### src/rtl/alarm_pkg.sv
// rtl/alarm_pkg.sv - shared state encoding, parameter defaults and counter widths for the alarm ring block
package alarm_pkg;

  localparam logic [1:0] ST_IDLE   = 2'd0;
  localparam logic [1:0] ST_RING   = 2'd1;
  localparam logic [1:0] ST_SNOOZE = 2'd2;

  localparam int RING_SEC_DEF   = 60;
  localparam int SNOOZE_SEC_DEF = 300;
  localparam int MAX_SNOOZE_DEF = 3;

  localparam int RING_CNT_W = 6;
  localparam int SNZ_CNT_W  = 9;

endpackage

### src/rtl/alarm_key_edge.sv
// rtl/alarm_key_edge.sv - one-bit key history register producing a single-cycle rising pulse
module alarm_key_edge (
  input  logic clk_1,
  input  logic ncr,
  input  logic key,
  output logic pulse
);

  logic key_q;

  always_ff @(posedge clk_1 or negedge ncr) begin
    if (!ncr) begin
      key_q <= 1'b0;
    end else begin
      key_q <= key;
    end
  end

  // A held key yields exactly one pulse, on the first edge it is seen high.
  assign pulse = key & ~key_q;

endmodule

### src/rtl/alarm_ring.sv
// rtl/alarm_ring.sv - BCD alarm comparator and ring/snooze state machine driving buzzer and status
module alarm_ring
  import alarm_pkg::*;
#(
  parameter int RING_SEC   = RING_SEC_DEF,
  parameter int SNOOZE_SEC = SNOOZE_SEC_DEF,
  parameter int MAX_SNOOZE = MAX_SNOOZE_DEF
) (
  input  logic       clk_1,
  input  logic       ncr,
  input  logic [7:0] Hour,
  input  logic [7:0] Minute,
  input  logic [7:0] Second,
  input  logic [7:0] AHour,
  input  logic [7:0] AMinute,
  input  logic       alarm_en,
  input  logic       key_stop,
  input  logic       key_snooze,
  output logic       buzzer,
  output logic       ringing,
  output logic       snoozing,
  output logic [1:0] snooze_left
);

  localparam logic [RING_CNT_W-1:0] RING_LAST  = RING_CNT_W'(RING_SEC - 1);
  localparam logic [SNZ_CNT_W-1:0]  SNZ_RELOAD = SNZ_CNT_W'(SNOOZE_SEC - 1);
  localparam logic [1:0]            LEFT_INIT  = 2'(MAX_SNOOZE);

  logic                  stop_p;
  logic                  snz_p;
  logic                  match;
  logic [1:0]            state;
  logic [1:0]            state_n;
  logic [RING_CNT_W-1:0] ring_cnt;
  logic [RING_CNT_W-1:0] ring_cnt_n;
  logic [SNZ_CNT_W-1:0]  snz_cnt;
  logic [SNZ_CNT_W-1:0]  snz_cnt_n;
  logic [1:0]            left_n;

  alarm_key_edge u_stop_edge (
    .clk_1 (clk_1),
    .ncr   (ncr),
    .key   (key_stop),
    .pulse (stop_p)
  );

  alarm_key_edge u_snz_edge (
    .clk_1 (clk_1),
    .ncr   (ncr),
    .key   (key_snooze),
    .pulse (snz_p)
  );

  // BCD bytes compare directly; no binary conversion is needed for equality.
  assign match = alarm_en & (Hour == AHour) & (Minute == AMinute) & (Second == 8'h00);

  always_comb begin
    state_n    = state;
    ring_cnt_n = ring_cnt;
    snz_cnt_n  = snz_cnt;
    left_n     = snooze_left;
    case (state)
      ST_IDLE: begin
        if (match) begin
          state_n    = ST_RING;
          ring_cnt_n = '0;
          left_n     = LEFT_INIT;
        end
      end
      ST_RING: begin
        if (!alarm_en || stop_p) begin
          state_n = ST_IDLE;
        end else if (snz_p) begin
          if (snooze_left != 2'd0) begin
            state_n   = ST_SNOOZE;
            left_n    = snooze_left - 2'd1;
            snz_cnt_n = SNZ_RELOAD;
          end else begin
            state_n = ST_IDLE;
          end
        end else if (ring_cnt == RING_LAST) begin
          state_n = ST_IDLE;
        end else begin
          ring_cnt_n = ring_cnt + 1'b1;
        end
      end
      ST_SNOOZE: begin
        if (!alarm_en || stop_p) begin
          state_n = ST_IDLE;
        end else if (snz_cnt == '0) begin
          state_n    = ST_RING;
          ring_cnt_n = '0;
        end else begin
          snz_cnt_n = snz_cnt - 1'b1;
        end
      end
      default: state_n = ST_IDLE;
    endcase
  end

  // Outputs are registered from next-state values so they line up with the state flop.
  always_ff @(posedge clk_1 or negedge ncr) begin
    if (!ncr) begin
      state       <= ST_IDLE;
      ring_cnt    <= '0;
      snz_cnt     <= '0;
      snooze_left <= LEFT_INIT;
      buzzer      <= 1'b0;
      ringing     <= 1'b0;
      snoozing    <= 1'b0;
    end else begin
      state       <= state_n;
      ring_cnt    <= ring_cnt_n;
      snz_cnt     <= snz_cnt_n;
      snooze_left <= left_n;
      buzzer      <= (state_n == ST_RING) & ~ring_cnt_n[0];
      ringing     <= (state_n == ST_RING);
      snoozing    <= (state_n == ST_SNOOZE);
    end
  end

endmodule

### config.mk
export PLATFORM = sky130hd
export DESIGN_NAME = alarm_ring
export DESIGN_NICKNAME = d
export VERILOG_FILES = /design/src/rtl/alarm_pkg.sv /design/src/rtl/alarm_key_edge.sv /design/src/rtl/alarm_ring.sv
export SDC_FILE = /design/constraint.sdc
export NUM_CORES = 1
export LEC_CHECK = 0
export CORE_MARGIN = 2
export CORE_UTILIZATION = 45
export DETAILED_ROUTE_END_ITERATION = 8
export PLACE_DENSITY = 0.8
export REMOVE_ABC_BUFFERS = 1
export SYNTH_ARGS = -nofsm -noshare
export SYNTH_HDL_FRONTEND = slang
export SYNTH_SLANG_ARGS = --single-unit
### constraint.sdc
create_clock -name clk_1 -period 2.74 [get_ports clk_1]
set_clock_uncertainty 0.15 [all_clocks]
set_input_delay 0.274 -clock clk_1 [delete_from_list [all_inputs] [get_ports clk_1]]
set_output_delay 0.274 -clock clk_1 [all_outputs]
set_load 0.1 [all_outputs]
# Word-level counts from Yosys, hierarchy flattened
# Cells that the tools add are included.
[word_totals]
reg_bits = 24
input_bits = 45
out_inout_bits = 5
wordCells = 76
[classes]
addsub = 3
n_eq_ne = 16
n_mux = 26
n_bitwise = 9
reduce_logical = 12
[ops]
columns = ["operator", "count"]
rows = [
  ["9-bit 2-to-1 mux", 5],
  ["6-bit 2-to-1 mux", 6],
  ["2-bit 2-to-1 mux", 11],
  ["2-bit inequality test (second input constant)", 9],
  ["6-bit one-hot mux with 3 select lines", 1],
  ["9-bit one-hot mux with 2 select lines", 1],
  ["8-bit == test", 2],
  ["9-bit logical NOT", 1],
  ["9-bit by 1-bit subtractor with 9-bit output (second input constant)", 1],
  ["8-bit logical NOT", 1],
  ["7-bit AND reduction", 1],
  ["6-bit by 1-bit adder with 6-bit output (second input constant)", 1],
  ["1-bit bitwise AND", 6],
  ["6-bit == test (second input constant)", 1],
  ["2-bit one-hot mux with 3 select lines", 1],
  ["6-bit AND reduction", 1],
  ["2-bit nonzero test", 3],
  ["5-bit AND reduction", 1],
  ["2-bit by 1-bit == test with 1-bit output (second input constant)", 2],
  ["2-bit == test (second input constant)", 2],
  ["2-bit one-hot mux with 2 select lines", 1],
  ["1-bit inverter", 3],
  ["3-bit nonzero test", 1],
  ["2-bit logical NOT", 1],
  ["3 further kinds", 3],
]

# Longest topological paths before layout
# Gate-level depths: netlist of run 1.
[depth]
word_depth = 8
ltp_mapped = 7
ltp_nobuf = 7

# Cells and area by module
# Synthesis of run 1 repeated with hierarchy kept, for this count alone.
[hier_totals]
cells_unflattened = 141
hier_area_um2 = 1428.9
[by_module_without_submodules]
columns = ["module", "instances", "cells_per_inst", "area_each_um2", "seq_area_each_um2"]
rows = [
  ["alarm_ring", 1, 137, 1351.3, 553.0],
  ["alarm_key_edge", 2, 2, 38.8, 25.0],
]

# Worst setup path after synthesis of run 1
# No wires, ideal clock.
[synth_timing]
path_type = "register -> register"
start = "register snooze_left[0]"
end = "register snz_cnt[7]"
setup_ps = 140
t_arrival_ps = 2013
required_ps = 2450
setup_slack_ps = 437
path_stages_with_launch = 8
path_buffers = 0
synth_period_minus_slack_ps = 2303
cell_sequence = "dfstp_2 inv_1 ha_1 nor3b_1 and4b_1 nand2_1 o311ai_0 o41ai_1"
[synth_via]
elab_chain_cells = 3
[synth_lines]
columns = ["item", "line", "text"]
rows = [
  ["from (decl)", "alarm_ring.sv:22", "output logic [1:0] snooze_left"],
  ["from (signal assigned)", "alarm_ring.sv:115", "snooze_left <= left_n;"],
  ["2-bit nonzero test", "alarm_ring.sv:74", "if (snooze_left != 2'd0) begin"],
  ["2-bit inequality test (no line)", "--", ""],
  ["6-bit AND reduction (no line)", "--", ""],
  ["to (signal assigned)", "alarm_ring.sv:114", "snz_cnt <= snz_cnt_n;"],
  ["to (decl)", "alarm_ring.sv:36", "logic [SNZ_CNT_W-1:0] snz_cnt;"],
]
# No other way between the ends.
# A chain may end at the register's enable or synchronous reset.

# Final worst setup path of run 1
[layout_timing]
start = "register snz_cnt[2]"
end = "register snz_cnt[0]"
[layout_via]
elab_chain_cells = 3
[layout_lines]
columns = ["item", "line", "text"]
rows = [
  ["9-bit logical NOT", "alarm_ring.sv:90", "end else if (snz_cnt == '0) begin"],
  ["2-bit inequality test (no line)", "--", ""],
  ["6-bit AND reduction (no line)", "--", ""],
]
# No other way between the ends.

==> results of run 1 <==
-- metal layers --
metal  track usage, %  up-vias  routed length, microns
met5                0        -                       0
met4            5.775        0                      53
met3            6.211        8                     129
met2            39.55       28                    2032
met1            25.73      662                    1617
li1                 -      700                       -
-- cells in the final DEF, fill, tap and decap left out, types with 3 or more instances in the layout --
cell	n
clkdlybuf4s50_1	44
dfrtp_1	22
inv_1	12
nand2_1	12
nand2b_1	9
nor4_1	8
nor2_1	7
nand3_1	7
buf_4	7
xor2_1	6
xnor2_1	5
nand4_1	5
o21ai_0	5
nor2b_1	4
nor3_1	4
ha_1	4
a21oi_1	3
mux2i_1	3
clkbuf_4	3
-- kinds of logic (layout without fill, tap and decap cells) --
group | count (synthesis) | after routing | synth area share [%]
AO/OA/AOI/OAI | 28 | 28 | 13.26
AND/OR/NAND/NOR | 74 | 74 | 29.44
multiplexers | 4 | 4 | 3.002
XOR/XNOR | 11 | 11 | 6.422
adder cells (fa/ha/maj) | 4 | 4 | 3.336
flip-flops | 24 | 24 | 40.20
buffers and inverters | 15 | 67 | 4.336
-- path summary, 6_finish.rpt --
path / startpoint / to / depth (start not counted)
min in group clk_1: key_snooze / u_snz_edge.key_q / 1
worst min register to register: snz_cnt[4] / snz_cnt[4] / 1
max in group asynchronous: ncr / snooze_left[1] / 2
worst max register to register: snz_cnt[2] / snz_cnt[0] / 5
worst min-delay path: ncr / ring_cnt[3] / 2
worst max-delay path: snz_cnt[2] / snz_cnt[0] / 5
-- power breakdown --
group	internal [mW]	leakage, nW	switching (mW)
clock network	0.0813	0.0210	0.103
registers	0.364	0.315	0.00794
logic	0.0850	0.542	0.0607
-- state kept, by name, indices dropped and copies added (netlist names) --
register and count:
snooze_left 2, ringing 1, u_stop_edge.key_q 1, snoozing 1
buzzer 1, ring_cnt 6, snz_cnt 9, state 2
u_snz_edge.key_q 1
-- final cells by class --
type	count	share of cell area, %
timing repair buffer	51	23.88
tap	44	2.667
clock buffer	4	1.758
multi-input combinational	121	40.30
sequential	24	29.21
inverter	12	2.182
-- stage by stage --
| stage | utilization, % | setup slack [ns] |
|---|---|---|
| finish | 66.53 | 0.4401 |
| CTS | 66.53 | 0.4421 |
| global placement | 65.36 | 0.3136 |
| detailed placement | 65.36 | 0.2807 |
| global route | 66.53 | 0.3815 |
| floorplan | - | 0.4373 |
==> qor.yml, run 1 <==
outcome: "finished, final reports clean"
cp-end-kind: "flop"
ff2ff_setup_slack_ns: 0.44
drt_iter0_drc: 65
async_flop_share_pct: 100.0
tns_ns: 0
cp_top_family: "simple AND/OR/NAND/NOR gates"
multiInputGateArea_sq_um: 832.0
nets: 262
slowest_delay_ns: 0.59
initial_core_util_pct: 48.35
hold_viol: 0
rows: 20
place_inst: 252
clock_sinks: 24
cp.arrival_ns: 2.36
ys_ff_latch: 24
track_usage_pct: 22.00
antenna_left: 0
antenna_found_initial: 0
hold_buffers: 0
cts_root_buf: "clkbuf_4"
fin_total_pwr_mw: 0.7017
syn-cell-area_sq_um: 1500
grt_max_degree: 25
startpoint_type: "flop"
path_class: "reg2reg"
syn2layout_area_growth_pct: 37.61
relSlewSlack_pct: 68.63
yosysMostFrequentCell: "dfrtp_1"
hold_class: "in2async"
drive_gt1_share_pct: 9.906
leakagePower_nw: 0.8771
path_cells: "or4_4, or4_4, nand2_4, nand2_2, mux2_4"
final_max_slew_viol_count: 0
vias: 1398
overflow: 0
wl_microns: 3832
placed_cell_area_sq_um: 2028
fin_area_sq_um: 2064
ctsResizeCount: 0
layout_min_cycle_time_ns: 2.300
cp.required_ns: 2.80
synth_area_leaders: "dfrtp_1, nand2b_1, dfstp_2"
grt_pass1_wl_microns: 6216
routed_via_density: 5.461
cts_tree: "yes"
vdd_drop_max_v: 0.0003350
avgSynthCellArea_sq_um: 9.376
dp_hpwl_microns: 3119
clk_latency_ns: 0.32
ys.flop_type: "dfrtp_1"
clk_pin_slew_ns: 0.13
regArea_sq_um: 603.1
synth_warnings: 0
grt_setup_unrepaired: "false"
cts_buffer_depth: 2
first_pass_iters: 4
crit_buf_inv: 0
avgRoutedWirePerCell_microns: 14.97
grt_pass1_vias: 1450
fin_crit_sh_pct: 83.94
coreArea_sq_um: 3103
setup_viol: 0
die_h_microns: 61.74
cts_setup_buffers: 0
numCtsBuffers: 3
powerDensity_nw_per_um2: 339.9
pin_count: 50
yosysSeqAreaShare_pct: 40.20
synth-edff-count: 0
dieArea_sq_um: 3812
synth_top_area_share_pct: 36.70
cp_slowest_cell: "or4_4"
path_max_fanout: 7
fmax_ghz: 0.4348
place.gp.congestion: 0.7993
crit_path_frequent_cell: "or4_4"
n_antenna_cell: 0
stdcell_count: 256
yosysUniqueCellTypes: 47
port_buffers: 49
drc: 0
die_w_microns: 61.74
num-fill-cells: 287
synth.cells.most_frequent: "dfrtp_1, inv_1, nand2_1"
fin_hold_ws_ns: 0.1494
synth_top_area_cell: "dfrtp_1"
htree_levels: 1
tightest_slew_ns: 0.4669
synthesis.instances: 160
drv_cap: 0
No activity file was read; power rests on OpenSTA's default activity.
==> run 2, diff against run 1 <==
Clock period 2.74 ns to 2.4 ns, I/O delays scaled along.
==> run 2 against run 1 <==
Via count up 0.36%; routed wire length down 0.18%; fmax up 2.8%; core utilization up 0.97 points; combinational power up 14%; first-iteration DRC count down 34%; non-clock buffer count up 4; cell area up 1.5%; global-route usage up 1.5 points; cell count up 1.6%; die area unchanged; clock-buffer cell count unchanged.
==> qor.yml, run 2 (synthesis results as in run 1) <==
path_max_fanout: 7  # unchanged
cp_slowest_cell: "or4_4"
layout_commonest_cell: "clkdlybuf4s50_1"
die_h_microns: 61.74  # unchanged
powerDensity_nw_per_um2: 384.5  # +13%
dp_hpwl_microns: 3155  # +1.1%
hold_class: "in2async"
port_buffers: 49  # unchanged
rows: 20  # unchanged
num-fill-cells: 284  # -1.0%
leakagePower_nw: 0.8975  # +2.3%
grt_pass1_wl_microns: 6672  # +7.3%
ctsResizeCount: 0  # unchanged
grt_max_degree: 25  # unchanged
cp.required_ns: 2.46  # -0.34 ns
ff2ff_setup_slack_ns: 0.16  # -0.28 ns
utilization_pct: 67.50  # +0.97 points
routed_via_density: 5.396  # -1.2%
overflow: 0  # unchanged
syn2layout_area_growth_pct: 39.62
outcome: "finished, final reports clean"
hold_viol: 0  # unchanged
crit_path_frequent_cell: "or4_4"
drive_gt1_share_pct: 11.57  # +1.7 points
wl_microns: 3825  # -0.18%
vias: 1403  # +0.36%
top_register: "snz_cnt"
mostFrequentLayoutCells: "clkdlybuf4s50_1, dfrtp_1, inv_1, nand2_1, buf_4"
nets: 266  # +1.5%
cp-end-kind: "flop"
largest_reg_flops: 9  # unchanged
hold_buffers: 0  # unchanged
antenna_found_initial: 0  # unchanged
grt_setup_unrepaired: "false"
r2r_start: "snz_cnt[3]"
cp.arrival_ns: 2.30  # -0.06 ns
largestRegisters: "snz_cnt: 9 flops, ring_cnt: 6 flops"
coreArea_sq_um: 3103  # unchanged
path_cells: "or4_4, or4_4, nand2_4, nand2_2, mux2_4"
initial_core_util_pct: 48.35  # unchanged
startpoint_type: "flop"
cts_setup_buffers: 0  # unchanged
htree_levels: 1  # unchanged
track_usage_pct: 23.53  # +1.5 points
slowest_delay_ns: 0.58  # about the same
cts_buffer_depth: 2  # unchanged
fmax_ghz: 0.4469  # +2.8%
layout_min_cycle_time_ns: 2.238  # -0.06214 ns
antenna_left: 0  # unchanged
n_antenna_cell: 0  # unchanged
path_class: "reg2reg"
numCtsBuffers: 3  # unchanged
fin_crit_sh_pct: 93.24  # +9.3 points
fin_total_pwr_mw: 0.8053  # +15%
tightest_slew_ns: 0.4812  # +0.01428 ns
rr_endpoint: "snz_cnt[0]"
clock_sinks: 24  # unchanged
pin_count: 50  # unchanged
drt_iter0_drc: 43  # -34%
avgRoutedWirePerCell_microns: 14.71  # -1.7%
setup_viol: 0  # unchanged
drv_cap: 0  # unchanged
vdd_drop_max_v: 0.0002716  # -19%
cts_root_buf: "clkbuf_4"
first_pass_iters: 4  # unchanged
final_max_slew_viol_count: 0  # unchanged
dieArea_sq_um: 3812  # unchanged
die_w_microns: 61.74  # unchanged
place.gp.congestion: 0.7667  # -4.1%
relSlewSlack_pct: 67.68  # -0.96 points
clk_latency_ns: 0.33  # about the same
drc: 0  # unchanged
grt_pass1_vias: 1561  # +7.7%
r2r_cells: 5  # unchanged
cts_tree: "yes"
clk_pin_slew_ns: 0.14  # about the same
## run 2: cell count changes in the layout (fill, tap and decap cells not counted), sizes merged
cell	previous run	this run
buf	7	11
## run 2: worst max-delay path, delay by kind of cell, from the launching register on
family | cells | cell delay, ns
simple gates | 4 | 1.33
flops | 1 | 0.40
mux | 1 | 0.26
## run 2: layout make-up
| cell class | instances | area (sq um) | share of cell area (%) |
|---|---|---|---|
| inverters | 12 | 45.04 | 2.151 |
| multi-input cells | 121 | 832.0 | 39.73 |
| clock buffers | 4 | 36.28 | 1.732 |
| flip-flops and latches | 24 | 603.1 | 28.79 |
| repair buffers | 55 | 523.0 | 24.97 |
| well taps | 44 | 55.05 | 2.628 |
## run 2: routing by layer
metal	track usage [%]	vias to the layer above	wire length, microns
met5	0	-	0
met4	7.295	0	55
met3	5.176	8	130
met2	44.06	22	2007
met1	26.41	668	1632
li1	-	705	-
## run 2: worst max-delay path by stage
stage	depth (start not counted)	endpoint	slack (ns)	start
2_1_floorplan	7	snz_cnt[7]	0.1	snooze_left[0]
3_3_place_gp	6	ring_cnt[4]	0.04	AHour[6]
4_1_cts	5	snz_cnt[0]	0.16	snz_cnt[3]
3_5_place_dp	6	ring_cnt[5]	-0.02	AHour[6]
5_1_grt	5	snz_cnt[0]	0.10	snz_cnt[3]
6_report	5	snz_cnt[0]	0.16	snz_cnt[3]
## run 2: metrics by stage
step           setup TNS [ns]  hold slack [ns]  setup slack, ns  instances  area (sq um)
2_1_floorplan               0          -0.2056          0.09731        157          1480
3_3_place_gp                0           0.3083          0.03644        256          2058
3_5_place_dp         -0.04918           0.3296         -0.02275        256          2058
4_1_cts                     0           0.1112           0.1612        260          2095
5_1_grt                     0           0.1379           0.1019        260          2095
6_report                    0          0.09376           0.1623        260          2095
## run 2: power by group
| group | leakage, nW | total, mW | internal [mW] | switching (mW) |
|---|---|---|---|---|
| registers | 0.315 | 0.424 | 0.416 | 0.00821 |
| logic | 0.562 | 0.166 | 0.0978 | 0.0687 |
| clock network | 0.0210 | 0.215 | 0.0929 | 0.122 |
| total | 0.897 | 0.805 | 0.606 | 0.199 |
